**config.mk**
```make
export PLATFORM = sky130hd
export DESIGN_NAME = mult_hilo_ctrl
export DESIGN_NICKNAME = d
export VERILOG_FILES = /design/src/rtl/mult_hilo_ctrl_pkg.sv /design/src/rtl/hilo_reg.sv /design/src/rtl/mult_hilo_ctrl.sv
export SDC_FILE = /design/constraint.sdc
export NUM_CORES = 1
export LEC_CHECK = 0
export BUFFER_PORTS_ARGS = -buffer_cell sky130_fd_sc_hd__buf_2
export CAP_MARGIN = 20
export CORE_UTILIZATION = 52
export DETAILED_ROUTE_END_ITERATION = 10
export PLACE_DENSITY = 0.77
export REMOVE_ABC_BUFFERS = 1
export SLEW_MARGIN = 20
export SYNTH_ARGS = -nofsm -noshare
export SYNTH_HDL_FRONTEND = slang
export SYNTH_SLANG_ARGS = --single-unit
```
**constraint.sdc**
```tcl
create_clock -name clk -period 4.3 [get_ports clk]
set_input_delay 0.215 -clock clk [delete_from_list [all_inputs] [get_ports clk]]
set_output_delay 0.215 -clock clk [all_outputs]
set_load 0.05 [all_outputs]
```
**src/rtl/mult_hilo_ctrl_pkg.sv**
```systemverilog
// rtl/mult_hilo_ctrl_pkg.sv - ex_op and state encodings, default watchdog limit, MULTU high-word fix-up
package mult_hilo_ctrl_pkg;

  typedef enum logic [2:0] {
    OP_NOP   = 3'd0,
    OP_MULT  = 3'd1,
    OP_MULTU = 3'd2,
    OP_MTHI  = 3'd3,
    OP_MTLO  = 3'd4,
    OP_MFHI  = 3'd5,
    OP_MFLO  = 3'd6
  } ex_op_e;

  typedef enum logic [1:0] {
    ST_IDLE = 2'd0,
    ST_BUSY = 2'd1,
    ST_FIX  = 2'd2
  } state_e;

  localparam int TIMEOUT_CYC_DEFAULT = 64;

  // The multiplier is signed; reading its operands as unsigned adds back each operand whose partner is negative.
  function automatic logic [31:0] multu_hi_fix(input logic [31:0] hi_signed,
                                               input logic [31:0] a,
                                               input logic [31:0] b);
    logic [31:0] add_a;
    logic [31:0] add_b;
    add_a = b[31] ? a : 32'd0;
    add_b = a[31] ? b : 32'd0;
    return hi_signed + add_a + add_b;
  endfunction

endpackage

```
**src/rtl/hilo_reg.sv**
```systemverilog
// rtl/hilo_reg.sv - HI/LO register pair; multiply write-back wins over MTHI/MTLO
module hilo_reg (
  input  logic        clk,
  input  logic        rst,
  input  logic        fix_we,
  input  logic [31:0] fix_hi,
  input  logic [31:0] fix_lo,
  input  logic        mthi_we,
  input  logic        mtlo_we,
  input  logic [31:0] mt_data,
  output logic [31:0] hi,
  output logic [31:0] lo
);

  always_ff @(posedge clk or negedge rst) begin
    if (!rst) begin
      hi <= 32'd0;
      lo <= 32'd0;
    end else if (fix_we) begin
      hi <= fix_hi;
      lo <= fix_lo;
    end else begin
      if (mthi_we) hi <= mt_data;
      if (mtlo_we) lo <= mt_data;
    end
  end

endmodule

```
**src/rtl/mult_hilo_ctrl.sv**
```systemverilog
// rtl/mult_hilo_ctrl.sv - MULT/MULTU sequencing, MTHI/MTLO/MFHI/MFLO handling for the Booth multiplier
// MULT_TIMEOUT_EN adds a BUSY watchdog that aborts the operation and raises a sticky mult_err.
module mult_hilo_ctrl
  import mult_hilo_ctrl_pkg::*;
#(
  parameter int TIMEOUT_CYC = TIMEOUT_CYC_DEFAULT
) (
  input  logic        clk,
  input  logic        rst,
  input  logic [2:0]  ex_op,
  input  logic [31:0] ex_opa,
  input  logic [31:0] ex_opb,
  input  logic        flush,
  input  logic        mult_done,
  input  logic [63:0] mult_result,
  output logic        mult_start,
  output logic [31:0] mult_op1,
  output logic [31:0] mult_op2,
  output logic        stall_req,
  output logic [31:0] hilo_rdata,
  output logic [31:0] hi,
  output logic [31:0] lo,
  output logic        mult_err
);

  state_e      state_q;
  state_e      state_d;
  ex_op_e      op;
  logic        in_idle;
  logic        in_busy;
  logic        in_fix;
  logic        is_mult;
  logic        accept;
  logic        uns_q;
  logic [63:0] res_q;
  logic        timeout_hit;
  logic        fix_we;
  logic        mthi_we;
  logic        mtlo_we;
  logic [31:0] fix_hi;

  assign op      = ex_op_e'(ex_op);
  assign in_idle = (state_q == ST_IDLE);
  assign in_busy = (state_q == ST_BUSY);
  assign in_fix  = (state_q == ST_FIX);
  assign is_mult = (op == OP_MULT) || (op == OP_MULTU);
  assign accept  = in_idle && !flush && is_mult;

`ifdef MULT_TIMEOUT_EN
  localparam int CNT_W = $clog2(TIMEOUT_CYC + 1);
  logic [CNT_W-1:0] tmo_cnt;
  logic             err_q;

  assign timeout_hit = in_busy && (tmo_cnt == CNT_W'(TIMEOUT_CYC - 1));

  always_ff @(posedge clk or negedge rst) begin
    if (!rst) begin
      tmo_cnt <= '0;
      err_q   <= 1'b0;
    end else begin
      tmo_cnt <= (in_busy && state_d == ST_BUSY) ? tmo_cnt + 1'b1 : '0;
      if (accept)
        err_q <= 1'b0;
      else if (timeout_hit && !mult_done && !flush)
        err_q <= 1'b1;
    end
  end

  assign mult_err = err_q;
`else
  assign timeout_hit = 1'b0;
  assign mult_err    = 1'b0;
`endif

  always_ff @(posedge clk or negedge rst) begin
    if (!rst) state_q <= ST_IDLE;
    else      state_q <= state_d;
  end

  always_comb begin
    state_d = state_q;
    if (flush) begin
      state_d = ST_IDLE;
    end else begin
      case (state_q)
        ST_IDLE: if (is_mult) state_d = ST_BUSY;
        ST_BUSY: begin
          if (mult_done)        state_d = ST_FIX;
          else if (timeout_hit) state_d = ST_IDLE;
        end
        ST_FIX:  state_d = ST_IDLE;
        default: state_d = ST_IDLE;
      endcase
    end
  end

  // The stall must be visible in the accept cycle itself, but never while reset is held.
  always_comb begin
    mult_start = in_busy;
    stall_req  = rst && (accept || in_busy);
    fix_we     = in_fix && !flush;
    mthi_we    = in_idle && !flush && (op == OP_MTHI);
    mtlo_we    = in_idle && !flush && (op == OP_MTLO);
    hilo_rdata = 32'd0;
    if (op == OP_MFHI)      hilo_rdata = hi;
    else if (op == OP_MFLO) hilo_rdata = lo;
  end

  always_ff @(posedge clk or negedge rst) begin
    if (!rst) begin
      mult_op1 <= 32'd0;
      mult_op2 <= 32'd0;
      uns_q    <= 1'b0;
      res_q    <= 64'd0;
    end else begin
      if (accept) begin
        mult_op1 <= ex_opa;
        mult_op2 <= ex_opb;
        uns_q    <= (op == OP_MULTU);
      end
      if (in_busy && mult_done && !flush) res_q <= mult_result;
    end
  end

  assign fix_hi = uns_q ? multu_hi_fix(res_q[63:32], mult_op1, mult_op2) : res_q[63:32];

  hilo_reg u_hilo (
    .clk     (clk),
    .rst     (rst),
    .fix_we  (fix_we),
    .fix_hi  (fix_hi),
    .fix_lo  (res_q[31:0]),
    .mthi_we (mthi_we),
    .mtlo_we (mtlo_we),
    .mt_data (ex_opa),
    .hi      (hi),
    .lo      (lo)
  );

endmodule
```
## Word-level counts from Yosys, hierarchy flattened

Index checks and enable logic that the tools add are counted.

| word-level totals | value |
|---|---|
| logic and storage cells | 47 |
| bits of input ports | 135 |
| register bits after elaboration | 195 |
| output and inout bits | 163 |

| operators by class | value |
|---|---|
| reductions and logical operators | 15 |
| add/subtract/negate cells | 2 |
| mux-type cells | 13 |
| eq/ne operators | 10 |

Operator list:

| operator | number |
|---|---|
| 2-to-1 mux 32 bit | 9 |
| adder 32 bit | 2 |
| == test 3 bit, second input constant | 3 |
| logical AND 1 bit | 8 |
| == test 3 x 2 -> 1 bit, second input constant | 2 |
| 2-to-1 mux 2 bit | 3 |
| case mux 2 bit (2 select lines) | 1 |
| nonzero test 2 bit | 2 |
| == test 3 x 1 -> 1 bit, second input constant | 1 |
| inequality test 3 x 2 -> 1 bit, second input constant | 1 |
| inequality test 3 bit, second input constant | 1 |
| == test 2 x 1 -> 1 bit, second input constant | 1 |
| == test 2 bit, second input constant | 1 |
| logical NOT 2 bit | 1 |
| logical OR 1 bit | 2 |
| AND reduction 2 bit | 1 |
| logical NOT 1 bit | 1 |

## Logic depth before layout (Yosys ltp)

| logic depth | value |
|---|---|
| depth after elaboration | 5 |
| mapped depth | 16 |
| mapped depth without buffers | 15 |

## Modules after synthesis

Synthesis repeated with hierarchy kept, for this count alone.

| second synthesis, totals | value |
|---|---|
| cell total of the unflattened synthesis | 1006 |
| area, all modules | 11282.1 sq um |

By module, submodules not included:

| module | times used | cells an instance | sequential area each (sq um) | area an instance (sq um) |
|---|---|---|---|---|
| mult_hilo_ctrl | 1 | 728 | 3278.1 | 8266.7 |
| hilo_reg | 1 | 278 | 1601.5 | 3015.4 |

## Least setup slack after synthesis

Ideal clock, no wire load.

| path | value |
|---|---|
| path kind | register to register |
| start | register mult_op2[31] |
| end | register u_hilo.hi[29] |
| setup slack | 0.752 ns |
| setup time | 0.126 ns |
| buffers on the path | 1 |
| arrival | 3.422 ns |
| data required time | 4.174 ns |
| cell stages (with the launch flop) | 16 |
| period minus slack after synthesis | 3.548 ns |
| cells stage by stage | dfrtp_1 -> clkbuf_1 -> and2_1 -> fa_1 -> ha_1 -> inv_1 -> fa_1 -> nand2b_1 -> a21oi_1 -> o211ai_1 -> nand2_1 -> a31o_2 -> a21oi_1 -> o21ai_1 -> xor2_1 -> a221o_1 |

| on the way | value |
|---|---|
| longest elaborated chain between the ends | 5 |

RTL lines:

| item | RTL line | text |
|---|---|---|
| from (decl) | mult_hilo_ctrl.sv:18 | `output logic [31:0] mult_op2,` |
| from (signal assigned) | mult_hilo_ctrl.sv:118 | `mult_op2 <= ex_opb;` |
| 2-to-1 mux 32 bit | mult_hilo_ctrl_pkg.sv:28 | `add_a = b[31] ? a : 32'd0;` |
| adder 32 bit (2 in series) | mult_hilo_ctrl_pkg.sv:30 | `return hi_signed + add_a + add_b;` |
| 2-to-1 mux 32 bit | mult_hilo_ctrl.sv:125 | `assign fix_hi = uns_q ? multu_hi_fix(res_q[63:32], mult_op1, mult_op2) : res_q[63:32];` |
| 2-to-1 mux 32 bit | hilo_reg.sv:19 | `end else if (fix_we) begin` |
| to (signal assigned) | hilo_reg.sv:20 | `hi <= fix_hi;` |
| to (signal assigned) | hilo_reg.sv:23 | `if (mthi_we) hi <= mt_data;` |
| to (decl) | hilo_reg.sv:11 | `output logic [31:0] hi,` |

No other way between the ends.
A chain may end at the register's enable or synchronous reset.

## Final worst setup path

| path | value |
|---|---|
| start | register mult_op2[31] |
| end | register u_hilo.hi[31] |

| on the way | value |
|---|---|
| longest elaborated chain between the ends | 5 |
| elaborated cells on any way between the ends | 6 |
| those cells by class | 2 x add/sub; 4 x mux |

RTL lines:

| item | RTL line |
|---|---|
| 2-to-1 mux 32 bit | mult_hilo_ctrl_pkg.sv:28 |
| adder 32 bit | mult_hilo_ctrl_pkg.sv:30 |
| adder 32 bit (*) | mult_hilo_ctrl_pkg.sv:30 |
| 2-to-1 mux 32 bit (*) | mult_hilo_ctrl.sv:125 |
| 2-to-1 mux 32 bit (*) | hilo_reg.sv:19 |

Every way passes the cells marked *; elsewhere a longest branch is shown, timed or not.

==> flow_metrics.tcl <==
set metrics [dict create \
    outcome "complete, no violations" \
    cts_root_buf "clkbuf_16" \
    switching_power_uw 4605 \
    synthFlopType "dfrtp_1" \
    drt_first_pass_iters 5 \
    worstPathArrival_ns 4.18 \
    hold_class "primary input to flop" \
    antenna_found_initial 1 \
    required_ns 4.61 \
    avgSynthCellArea_um2 11.10 \
    path_clk_slew_ns 0.07 \
    final_common_cell "buf_2" \
    cts_buffer_depth 2 \
    drc 0 \
    skew_ns 0.01031 \
    mostFrequentLayoutCells "buf_2 (295), dfrtp_1 (194), mux2_2 (109), nand2_1 (93), and2_1 (59)" \
    slew_headroom 0.3381 \
    grt_pass1_vias 9023 \
    ir_drop_v 0.0003902 \
    ys_top_cells_by_area "dfrtp_1 (44%), mux2_2 (11%), fa_1 (5.8%)" \
    ff2ff_setup_slack_ns 0.43 \
    synth_top_family_by_area "multiplexers" \
    clock_latency_ns 0.43 \
    synth_compound_area_frac 0.1371 \
    clock-sinks 195 \
    rows 52 \
    cts_resized 0 \
    power_uw 9925 \
    leakage_uw 0.006632 \
    synth_top_area_share 0.4431 \
    die_x_um 147.5 \
    pwr_density_cell_nw_per_um2 719.2 \
    start_kind "flop" \
    pwr-share-comb 0.515 \
    cts_setup_buffers 0 \
    synth_fa_ha_area_frac 0.09225 \
    nets 1496 \
    p_int_uw 5321 \
    drive_above_1_share 0.3727 \
    synthXorXnorAreaFrac 0.01988 \
    p_seq_frac 0.298 \
    cts_tree "yes" \
    synth_cell_types 57 \
    yosys-mux-area-fraction 0.1643 \
    instances_no_fill 1582 \
    grt-ovfl-total 0 \
    grt_pass1_wl_um 49360 \
    core_um2 20490 \
    synth_area_um2 11010 \
    vias 9012 \
    dieArea_um2 21770 \
    die_h_um 147.5 \
    ios 298 \
    worstMarginPinSlew_ns 0.9905 \
    synthSimpleGateAreaFrac 0.1124 \
    design_area_um2 13800 \
    swShare 0.4639 \
    cts.hold.buffers_added 38 \
    start_util 0.5374 \
    ant_nets 0 \
    syn_inst 992 \
    dp_cells 1509 \
    synthArstFlopShare 1.000 \
    rsz0062_at_grt "false" \
    cts_inserted_buffers 17 \
    cp-end-kind "flop" \
    wirelength_um 30820 \
    io_buffers 296 \
    setup_violations 0 \
    fin_util 0.6733 \
    vias_per_cell 5.697 \
    max_freq_mhz 258.2 \
    h-tree-depth 4 \
    fin_crit_ns 3.873 \
    critical_path_class "flop to flop" \
    post-route-period-util 0.9006 \
    synth_edf_count 0 \
    yosysTopAreaCell "dfrtp_1" \
    place_area_um2 12680 \
    seq_area_frac_synth 0.4431 \
    gp_congestion 0.8897 \
    diodes 0 \
    wl_per_cell_um 19.48 \
    grt_max_degree 105 \
    final_max_slew_viol_count 0 \
    synth.ff_latch_count 195 \
    grtUsageTotal 0.2937 \
    clkPwrFrac 0.187 \
    drt_iter0_markers 491 \
    maxCapViolCount 0 \
    worstPathMaxFanout 18 \
    hold_viol 0 \
    dp_hpwl_um 21480 \
    area_growth_pct 25.30 \
    yosysWarnings 0 \
]
## sequential cells by signal (all words and copies together), names as in the netlist
register   cells
state_q        2
uns_q          1
mult_op2      32
u_hilo.lo     32
mult_op1      32
res_q         64
u_hilo.hi     32
## critical path: stages, from the launching register on
cell	delay, ns
dfrtp_1	0.70
buf_4	0.35
and2_1	0.18
fa_1	0.44
ha_1	0.40
a21oi_1	0.28
nor2b_1	0.08
nor3_1	0.30
inv_1	0.07
o22ai_1	0.21
nor2_1	0.09
a211oi_2	0.33
mux2i_1	0.22
nand3_1	0.09
## power groups by stage
stage	combinational [uW]	clock [uW]	sequential, uW
after floorplan	2660	0	4060
after global placement	4950	0	2950
after detailed placement	5020	0	2970
after CTS	5090	1890	2950
after global routing	5520	1950	3030
final	5120	1860	2950
## cells by family (layout without fill, tap and decap cells)
family | count (synthesis) | after routing
other cells | 1 | 1
compound gates | 225 | 225
simple gates | 252 | 252
mux | 159 | 159
xor+xnor | 25 | 25
fa+ha+maj | 62 | 62
buf+inv | 73 | 393
flops | 195 | 195
## metal layers
layer  track usage  part of all wire
met1        0.4161              0.45
met2        0.4653              0.47
met3       0.04722             0.061
met4       0.08866             0.017
met5             0           0.00032
## path summary, 6_finish.rpt
check	cells after the start	end	from
setup / recovery	13	u_hilo.hi[31]	mult_op2[31]
hold / removal	2	mult_op2[10]	ex_opb[10]
setup reg to reg	13	u_hilo.hi[31]	mult_op2[31]
hold reg to reg	2	u_hilo.lo[0]	res_q[0]
max in group asynchronous	3	u_hilo.hi[4]	rst
min in group asynchronous	2	res_q[28]	rst
## layout make-up
cell class,instances,area (um^2)
Sequential cell,195,4881
Timing Repair Buffer,347,2016
Tap cell,270,337.8
Inverter,14,52.55
Fill cell,1560,6695
Clock buffer,19,432.9
Multi-Input combinational cell,724,5836
Clock inverter,13,244.0
## through the flow
step | hold WS (ns) | setup TNS (ns) | worst slack, ns
floorplan | -0.08059 | -119.90 | -1.859
global placement | 0.3416 | 0 | 0.6682
detailed placement | 0.3423 | 0 | 0.5534
CTS | 0.00001180 | 0 | 0.5010
global route | 0.001893 | 0 | 0.1915
finish | 0.01384 | 0 | 0.4273
## synth_stat cells (3+ instances only)
library cell / n
a211oi_1: 17
a211oi_2: 4
a21o_1: 10
a21oi_1: 44
a22o_1: 32
a22oi_1: 16
a31oi_1: 5
and2_1: 60
and3_1: 8
buf_1: 4
buf_2: 18
buf_6: 5
clkbuf_1: 31
dfrtp_1: 195
fa_1: 32
ha_1: 30
inv_1: 14
mux2_2: 109
mux2_4: 16
mux2i_1: 33
nand2_1: 94
nand2b_1: 7
nand3_1: 9
nand3b_1: 3
nor2_1: 45
nor2b_1: 8
nor3_1: 8
o211ai_1: 4
o21a_1: 4
o21ai_0: 53
o21ai_1: 8
o21ai_2: 3
o22ai_1: 9
o31ai_1: 4
or3_1: 3
xnor2_1: 14
xor2_1: 11
(Power assumes the default switching activity.)
